File: src/rtl/analog_intl_monitor.sv
// analog_intl_monitor
//   N-channel analog interlock checker. Each channel's sample is compared
//   (signed, strict) against an over and an under setpoint. Every violation
//   type has its own debounce counter. A flag latches once the count reaches
//   the shared threshold. Flags are sticky. The first fault, the OR of all
//   flags and an ARMED/TRIPPED/HOLD clear handshake are reported.
//
// Ports
//   i_clk, i_rst        clock, asynchronous active-low reset
//   i_data              channel samples, channel k at [k*DATA_W +: DATA_W]
//   i_data_valid        per-channel one-cycle sample strobe
//   i_over_sp           per-channel over setpoint
//   i_under_sp          per-channel under setpoint
//   i_cnt_thresh        consecutive violating samples to trip (0 acts as 1)
//   i_ch_en             channel monitoring enable
//   i_under_en          under-check enable, also gated by i_ch_en
//   i_intl_clr          level clear request
//   o_over_flag         latched over faults
//   o_under_flag        latched under faults
//   o_intl              registered OR of all latched flags
//   o_first_ch          channel of the first fault
//   o_first_type        first fault type, 0 = over, 1 = under
//   o_first_valid       first-fault capture valid
//   o_state             0 = ARMED, 1 = TRIPPED, 2 = HOLD

// Per-channel comparator, debounce counters and sticky flags.
module analog_intl_ch #(
  parameter int DATA_W = 32,
  parameter int CNT_W  = 16
) (
  input  logic                     i_clk,
  input  logic                     i_rst,
  input  logic signed [DATA_W-1:0] data,
  input  logic                     valid,
  input  logic signed [DATA_W-1:0] over_sp,
  input  logic signed [DATA_W-1:0] under_sp,
  input  logic [CNT_W-1:0]         thresh,
  input  logic                     ch_en,
  input  logic                     under_en,
  input  logic                     kill,
  output logic                     over_set,
  output logic                     under_set,
  output logic                     over_flag,
  output logic                     under_flag
);

  logic [CNT_W-1:0] over_cnt, under_cnt, over_cnt_nxt, under_cnt_nxt;
  logic             over_viol, under_viol, under_act;

  function automatic logic [CNT_W-1:0] bump(input logic [CNT_W-1:0] c);
    return (&c) ? c : c + 1'b1;
  endfunction

  assign over_viol  = data > over_sp;
  assign under_viol = data < under_sp;
  assign under_act  = ch_en && under_en;

  always_comb begin
    over_cnt_nxt  = over_cnt;
    under_cnt_nxt = under_cnt;
    if (kill || !ch_en)  over_cnt_nxt = '0;
    else if (valid)      over_cnt_nxt = over_viol ? bump(over_cnt) : '0;
    if (kill || !under_act) under_cnt_nxt = '0;
    else if (valid)         under_cnt_nxt = under_viol ? bump(under_cnt) : '0;
  end

  // >= rather than == so a threshold lowered mid-count still trips.
  assign over_set  = !kill && ch_en && valid && over_viol &&
                     (over_cnt_nxt >= thresh);
  assign under_set = !kill && under_act && valid && under_viol &&
                     (under_cnt_nxt >= thresh);

  always_ff @(posedge i_clk or negedge i_rst) begin
    if (!i_rst) begin
      over_cnt   <= '0;
      under_cnt  <= '0;
      over_flag  <= 1'b0;
      under_flag <= 1'b0;
    end else begin
      over_cnt  <= over_cnt_nxt;
      under_cnt <= under_cnt_nxt;
      // Disabling a channel keeps its flag; only kill drops it.
      over_flag  <= kill ? 1'b0 : (over_flag  | over_set);
      under_flag <= kill ? 1'b0 : (under_flag | under_set);
    end
  end

endmodule

module analog_intl_monitor #(
  parameter int CH_NUM = 8,
  parameter int DATA_W = 32,
  parameter int CNT_W  = 16,
  parameter int CH_W   = (CH_NUM > 1) ? $clog2(CH_NUM) : 1
) (
  input  logic                     i_clk,
  input  logic                     i_rst,
  input  logic [CH_NUM*DATA_W-1:0] i_data,
  input  logic [CH_NUM-1:0]        i_data_valid,
  input  logic [CH_NUM*DATA_W-1:0] i_over_sp,
  input  logic [CH_NUM*DATA_W-1:0] i_under_sp,
  input  logic [CNT_W-1:0]         i_cnt_thresh,
  input  logic [CH_NUM-1:0]        i_ch_en,
  input  logic [CH_NUM-1:0]        i_under_en,
  input  logic                     i_intl_clr,
  output logic [CH_NUM-1:0]        o_over_flag,
  output logic [CH_NUM-1:0]        o_under_flag,
  output logic                     o_intl,
  output logic [CH_W-1:0]          o_first_ch,
  output logic                     o_first_type,
  output logic                     o_first_valid,
  output logic [1:0]               o_state
);

  typedef enum logic [1:0] {ARMED = 2'd0, TRIPPED = 2'd1, HOLD = 2'd2} state_t;

  state_t            state, state_nxt;
  logic [CNT_W-1:0]  thresh_eff;
  logic [CH_NUM-1:0] over_set, under_set;
  logic              kill, any_set, to_hold;
  logic [CH_W-1:0]   first_ch_c;
  logic              first_type_c;

  assign thresh_eff = (i_cnt_thresh == '0) ? CNT_W'(1) : i_cnt_thresh;
  // Any clear request, or sitting in HOLD, zeroes counters and suppresses
  // new flags. In ARMED no flag is latched, so this also covers clear-wins.
  assign kill    = i_intl_clr || (state == HOLD);
  assign any_set = |(over_set | under_set);
  assign to_hold = (state == HOLD) || (state == TRIPPED && i_intl_clr);

  for (genvar g = 0; g < CH_NUM; g++) begin : g_ch
    analog_intl_ch #(.DATA_W(DATA_W), .CNT_W(CNT_W)) u_ch (
      .i_clk      (i_clk),
      .i_rst      (i_rst),
      .data       (i_data[g*DATA_W +: DATA_W]),
      .valid      (i_data_valid[g]),
      .over_sp    (i_over_sp[g*DATA_W +: DATA_W]),
      .under_sp   (i_under_sp[g*DATA_W +: DATA_W]),
      .thresh     (thresh_eff),
      .ch_en      (i_ch_en[g]),
      .under_en   (i_under_en[g]),
      .kill       (kill),
      .over_set   (over_set[g]),
      .under_set  (under_set[g]),
      .over_flag  (o_over_flag[g]),
      .under_flag (o_under_flag[g])
    );
  end

  always_comb begin
    state_nxt = state;
    case (state)
      ARMED:   if (!i_intl_clr && any_set) state_nxt = TRIPPED;
      TRIPPED: if (i_intl_clr)             state_nxt = HOLD;
      HOLD:    if (!i_intl_clr)            state_nxt = ARMED;
      default:                             state_nxt = ARMED;
    endcase
  end

  // Descending scan so the lowest channel is assigned last and wins;
  // over wins over under on the same channel.
  always_comb begin
    first_ch_c   = '0;
    first_type_c = 1'b0;
    for (int k = CH_NUM - 1; k >= 0; k--) begin
      if (over_set[k] || under_set[k]) begin
        first_ch_c   = CH_W'(k);
        first_type_c = !over_set[k];
      end
    end
  end

  always_ff @(posedge i_clk or negedge i_rst) begin
    if (!i_rst) begin
      state         <= ARMED;
      o_intl        <= 1'b0;
      o_first_ch    <= '0;
      o_first_type  <= 1'b0;
      o_first_valid <= 1'b0;
    end else begin
      state  <= state_nxt;
      o_intl <= kill ? 1'b0 : |(o_over_flag | o_under_flag | over_set | under_set);
      if (to_hold) begin
        o_first_ch    <= '0;
        o_first_type  <= 1'b0;
        o_first_valid <= 1'b0;
      end else if (state == ARMED && any_set) begin
        o_first_ch    <= first_ch_c;
        o_first_type  <= first_type_c;
        o_first_valid <= 1'b1;
      end
    end
  end

  assign o_state = state;

endmodule

File: config.mk
export PLATFORM = sky130hd
export DESIGN_NAME = analog_intl_monitor
export DESIGN_NICKNAME = d
export VERILOG_FILES = /design/src/rtl/analog_intl_monitor.sv
export SDC_FILE = /design/constraint.sdc
export NUM_CORES = 2
export LEC_CHECK = 0
export ABC_AREA = 0
export CORE_AREA = 8 8 321 323
export DETAILED_ROUTE_END_ITERATION = 8
export DIE_AREA = 0 0 329 331
export GPL_TIMING_DRIVEN = 0
export PLACE_DENSITY = 0.57
export SETUP_SLACK_MARGIN = 0.05
export SYNTH_ARGS = -nofsm -noshare
export SYNTH_HDL_FRONTEND = slang
export SYNTH_SLANG_ARGS = --single-unit
File: constraint.sdc
create_clock -name i_clk -period 12.7 [get_ports i_clk]
set_input_delay 1.905 -clock i_clk [delete_from_list [all_inputs] [get_ports i_clk]]
set_output_delay 1.905 -clock i_clk [all_outputs]
set_load 0.05 [all_outputs]
==> results by group <==
Run status
  • Status: finished, final reports clean

Hold path
  • Hold Path End: g_ch[0].u_ch.over_flag$_DFF_PN0_
  • Worst hold path class: reg2reg
  • Hold_sp: g_ch[0].u_ch.over_flag$_DFF_PN0_
  • Hold Crit Depth: 2

Placement
  • DP Worst Slack: 3.92 ns
  • Dpl cells: 6143
  • Placer Congestion: 0.957
  • Hpwl dp: 103000 um
  • PortBufs: 831

Floorplan
  • I/O Pins: 835
  • DIE HEIGHT: 331 um
  • DIE AREA: 109000 um2
  • Core box area: 97700 um2
  • Initial Util: 33.3%
  • Die X: 329 um
  • Num rows: 115

Timing
  • Final setup violation count: 0
  • Worst slew pin tran: 1.45 ns
  • Fin. max-slew vios: 0
  • Crit share post-route: 64.4%
  • Fin Setup TNS: 0 ns
  • Fmax: 122 MHz
  • Count of final hold-check violations: 0
  • Max transition margin: 3.41%
  • Fin crit period: 8.18 ns
  • Post-route setup slack: 4.52 ns
  • Clk_skew: 0.0201 ns
  • Unrepaired setup endpoints after global routing: no

Setup path
  • Worst R2R Start: o_state[1]$_DFFE_PN0P_
  • CP peak stage delay: 0.97 ns
  • Crit path kind: in2reg
  • Startpoint types: input port
  • R2r endpoint: o_intl$_DFF_PN0_
  • R2R cell count: 19
  • Worst path cell trace: clkdlybuf4s50_1 -> nor2_2 -> clkbuf_1 -> buf_1 -> nand3_1 -> clkbuf_1 -> nor2_1 -> ha_1 -> a21oi_1 -> nor2_1 -> a211oi_1 -> o2111ai_1 -> a221o_1 -> nand4_1 -> a2bb2oi_1 -> and4_4 -> buf_6 -> nand4_1 -> o21a_1
  • Maximum fanout along the worst path: 10
  • Flop-to-flop setup slack: 5.79 ns
  • Critical Path Slowest Stage Cell: clkbuf_1
  • Crit path required time: 13.11 ns
  • Crit path DAT: 8.59 ns
  • Worst setup EP type: flip-flop

Synthesis
  • Mux contribution to synthesized area: 0.649%
  • Largest family of logic cells by synthesized area: adder cells
  • Cell with the most instances after synthesis: ha_1
  • Sequential area share after synthesis: 21.5%
  • Post-synth EDFFs: 0
  • Synth cell types: 84
  • Post-Syn Instances: 4021
  • Syn Nets: 5608
  • Top FF cell, synth: dfrtp_1
  • Adder-cell share of the synthesized area: 29.8%
  • Post-synth top area cell: ha_1
  • Area share of the largest cell type after synthesis: 29.8%
  • Synth Area in Simple Gates: 20.1%
  • Top cells by count, synth: 776 x ha_1, 589 x inv_1, 400 x nor2_1, 280 x dfrtp_1, 269 x a21oi_1
  • XOR/XNOR share of the synthesized area: 4.36%
  • Synth async-reset ratio: 100%
  • Synth Area in Compound Gates: 16.0%
  • Top cells by area, synth: ha_1 30%, dfrtp_1 22%, inv_1 6.8%
  • Post-synthesis instance area: 32600 um2
  • Yosys reg bits: 280
  • Syn. warnings: 0
  • Average footprint of a synthesized cell: 8.10 um2

Drt
  • TritonRoute pass-1 iters: 6
  • Initial DRC Count: 1226
  • Routed Antenna Nets: 0
  • DR vias: 31900
  • Routed Wire Length: 123000 um
  • DRC: 0
  • Routed wire per std cell: 19.8 um
  • Vias per cell: 5.13

Clocking
  • Clock slew seen by the registers of the worst setup and hold paths: 0.06 ns
  • Postcts setup bufs: 0
  • PostCTS Resize Cnt: 0
  • Cts hold-fix bufs: 0
  • Htree depth: 2
  • CTS sink count: 280
  • Bufs on Longest Clock Path: 3
  • CTS tree: yes
  • Clock Latency Late Sink: 0.55 ns
  • Clock root cell: clkbuf_16
  • Inserted Clock Buffers: 36

Cells and area
  • Nets: 6482
  • Area Overhead vs Synth: 34.6%
  • Core Util, Final: 44.9%
  • Share of cells above drive strength 1: 2.03%
  • Cell Count, Final, Fillers Out: 6226

GRT
  • Initial antenna violation count: 21
  • GRT Resource Usage Total: 21.7%
  • Number of global-route vias before repair: 32400
  • Pin count of the biggest net entering global routing: 94
  • First-pass GRT wire length: 185000 um
  • Grt ovf: 0

Power and ir drop
  • Leakage: 21.3 nW
  • Max VDD drop: 0.0759 mV
  • Power per cell area: 63.4 nW/um2
  • Total power: 2.78 mW

Job
  • MaxCap Viol Count: 0
-- logic make-up (layout without fill, tap and decap cells) --
family | count (synthesis) | count (layout)
and+or+nand+nor | 1320 | 1320
AOI/OAI and AO/OA | 820 | 820
adders and majority gates | 776 | 776
buffers and inverters | 642 | 1540
DFF | 280 | 280
xor gates and xnor gates | 162 | 162
muxes | 21 | 21
other | 0 | 20
-- sequential cells by signal (all words and copies together) (netlist names) --
| register | count |
|---|---|
| g_ch.u_ch.over_cnt | 128 |
| g_ch.u_ch.over_flag | 8 |
| g_ch.u_ch.under_cnt | 128 |
| g_ch.u_ch.under_flag | 8 |
| o_first_ch | 3 |
| o_first_type | 1 |
| o_first_valid | 1 |
| o_intl | 1 |
| o_state | 2 |
-- cells in the final DEF (no fill, tap or decap), drive strengths merged, types with 86 or more instances in the layout --
cell	n
ha	776
a21oi	270
nor2	401
nand2	257
clkdlybuf4s50	830
xor2	108
dfrtp	280
nand3	166
clkbuf	86
o21ai	187
inv	589
nand4	146
-- worst max-delay path, delay by kind of cell --
kind                       cells  cell delay (ns)
AOI/OAI and AO/OA              6             1.74
adders and majority gates      1             0.27
buffers and inverters          5             2.89
and+or+nand+nor                7             1.76
-- stage by stage --
step / area (um2) / hold slack [ns]
after floorplan: 32600 / 0.475
after global placement: 42500 / 0.491
after detailed placement: 42600 / 0.505
after CTS: 43800 / 0.517
after global routing: 43900 / 0.535
final: 43900 / 0.514
-- power breakdown --
part | switching, mW | internal [mW] | total [mW] | leakage [nW]
Sequential | 0.00276 | 0.895 | 0.898 | 3.91
Clock | 0.412 | 0.650 | 1.06 | 0.581
Combinational | 0.396 | 0.425 | 0.820 | 16.9
Total | 0.810 | 1.97 | 2.78 | 21.3
-- how the worst max path moves through the flow --
| stage | start | end | slack [ns] | cells past startpoint |
|---|---|---|---|---|
| after global routing | i_intl_clr | o_first_valid$_DFFE_PN0P_ | 4.23 | 18 |
| after global placement | i_rst | g_ch[2].u_ch.over_cnt[0]$_DFF_PN0_ | -3.19 | 1 |
| after detailed placement | i_intl_clr | o_intl$_DFF_PN0_ | 3.92 | 19 |
| final | i_intl_clr | o_intl$_DFF_PN0_ | 4.52 | 19 |
| after floorplan | i_under_sp[178] | o_first_valid$_DFFE_PN0P_ | 6.22 | 23 |
| after CTS | i_intl_clr | o_intl$_DFF_PN0_ | 4.51 | 19 |
-- layout make-up --
class / count / area [um2]
multi-input combinational: 3099 / 23100
clock inverter: 8 / 143
tap: 1287 / 1610
timing repair buffer: 836 / 8420
fill: 9819 / 53800
inverter: 590 / 2210
antenna: 20 / 50.0
sequential: 280 / 7010
buffer: 52 / 264
clock buffer: 54 / 1050
-- metal layers --
layer	track usage (%)	vias to the layer above	share of wire (%)
met2	38.0	917	48
met1	25.3	14700	41
met4	7.92	6	3.5
li1	-	16100	-
met5	0	-	0.039
met3	6.03	168	7.8
No activity file was read; power rests on OpenSTA's default activity.
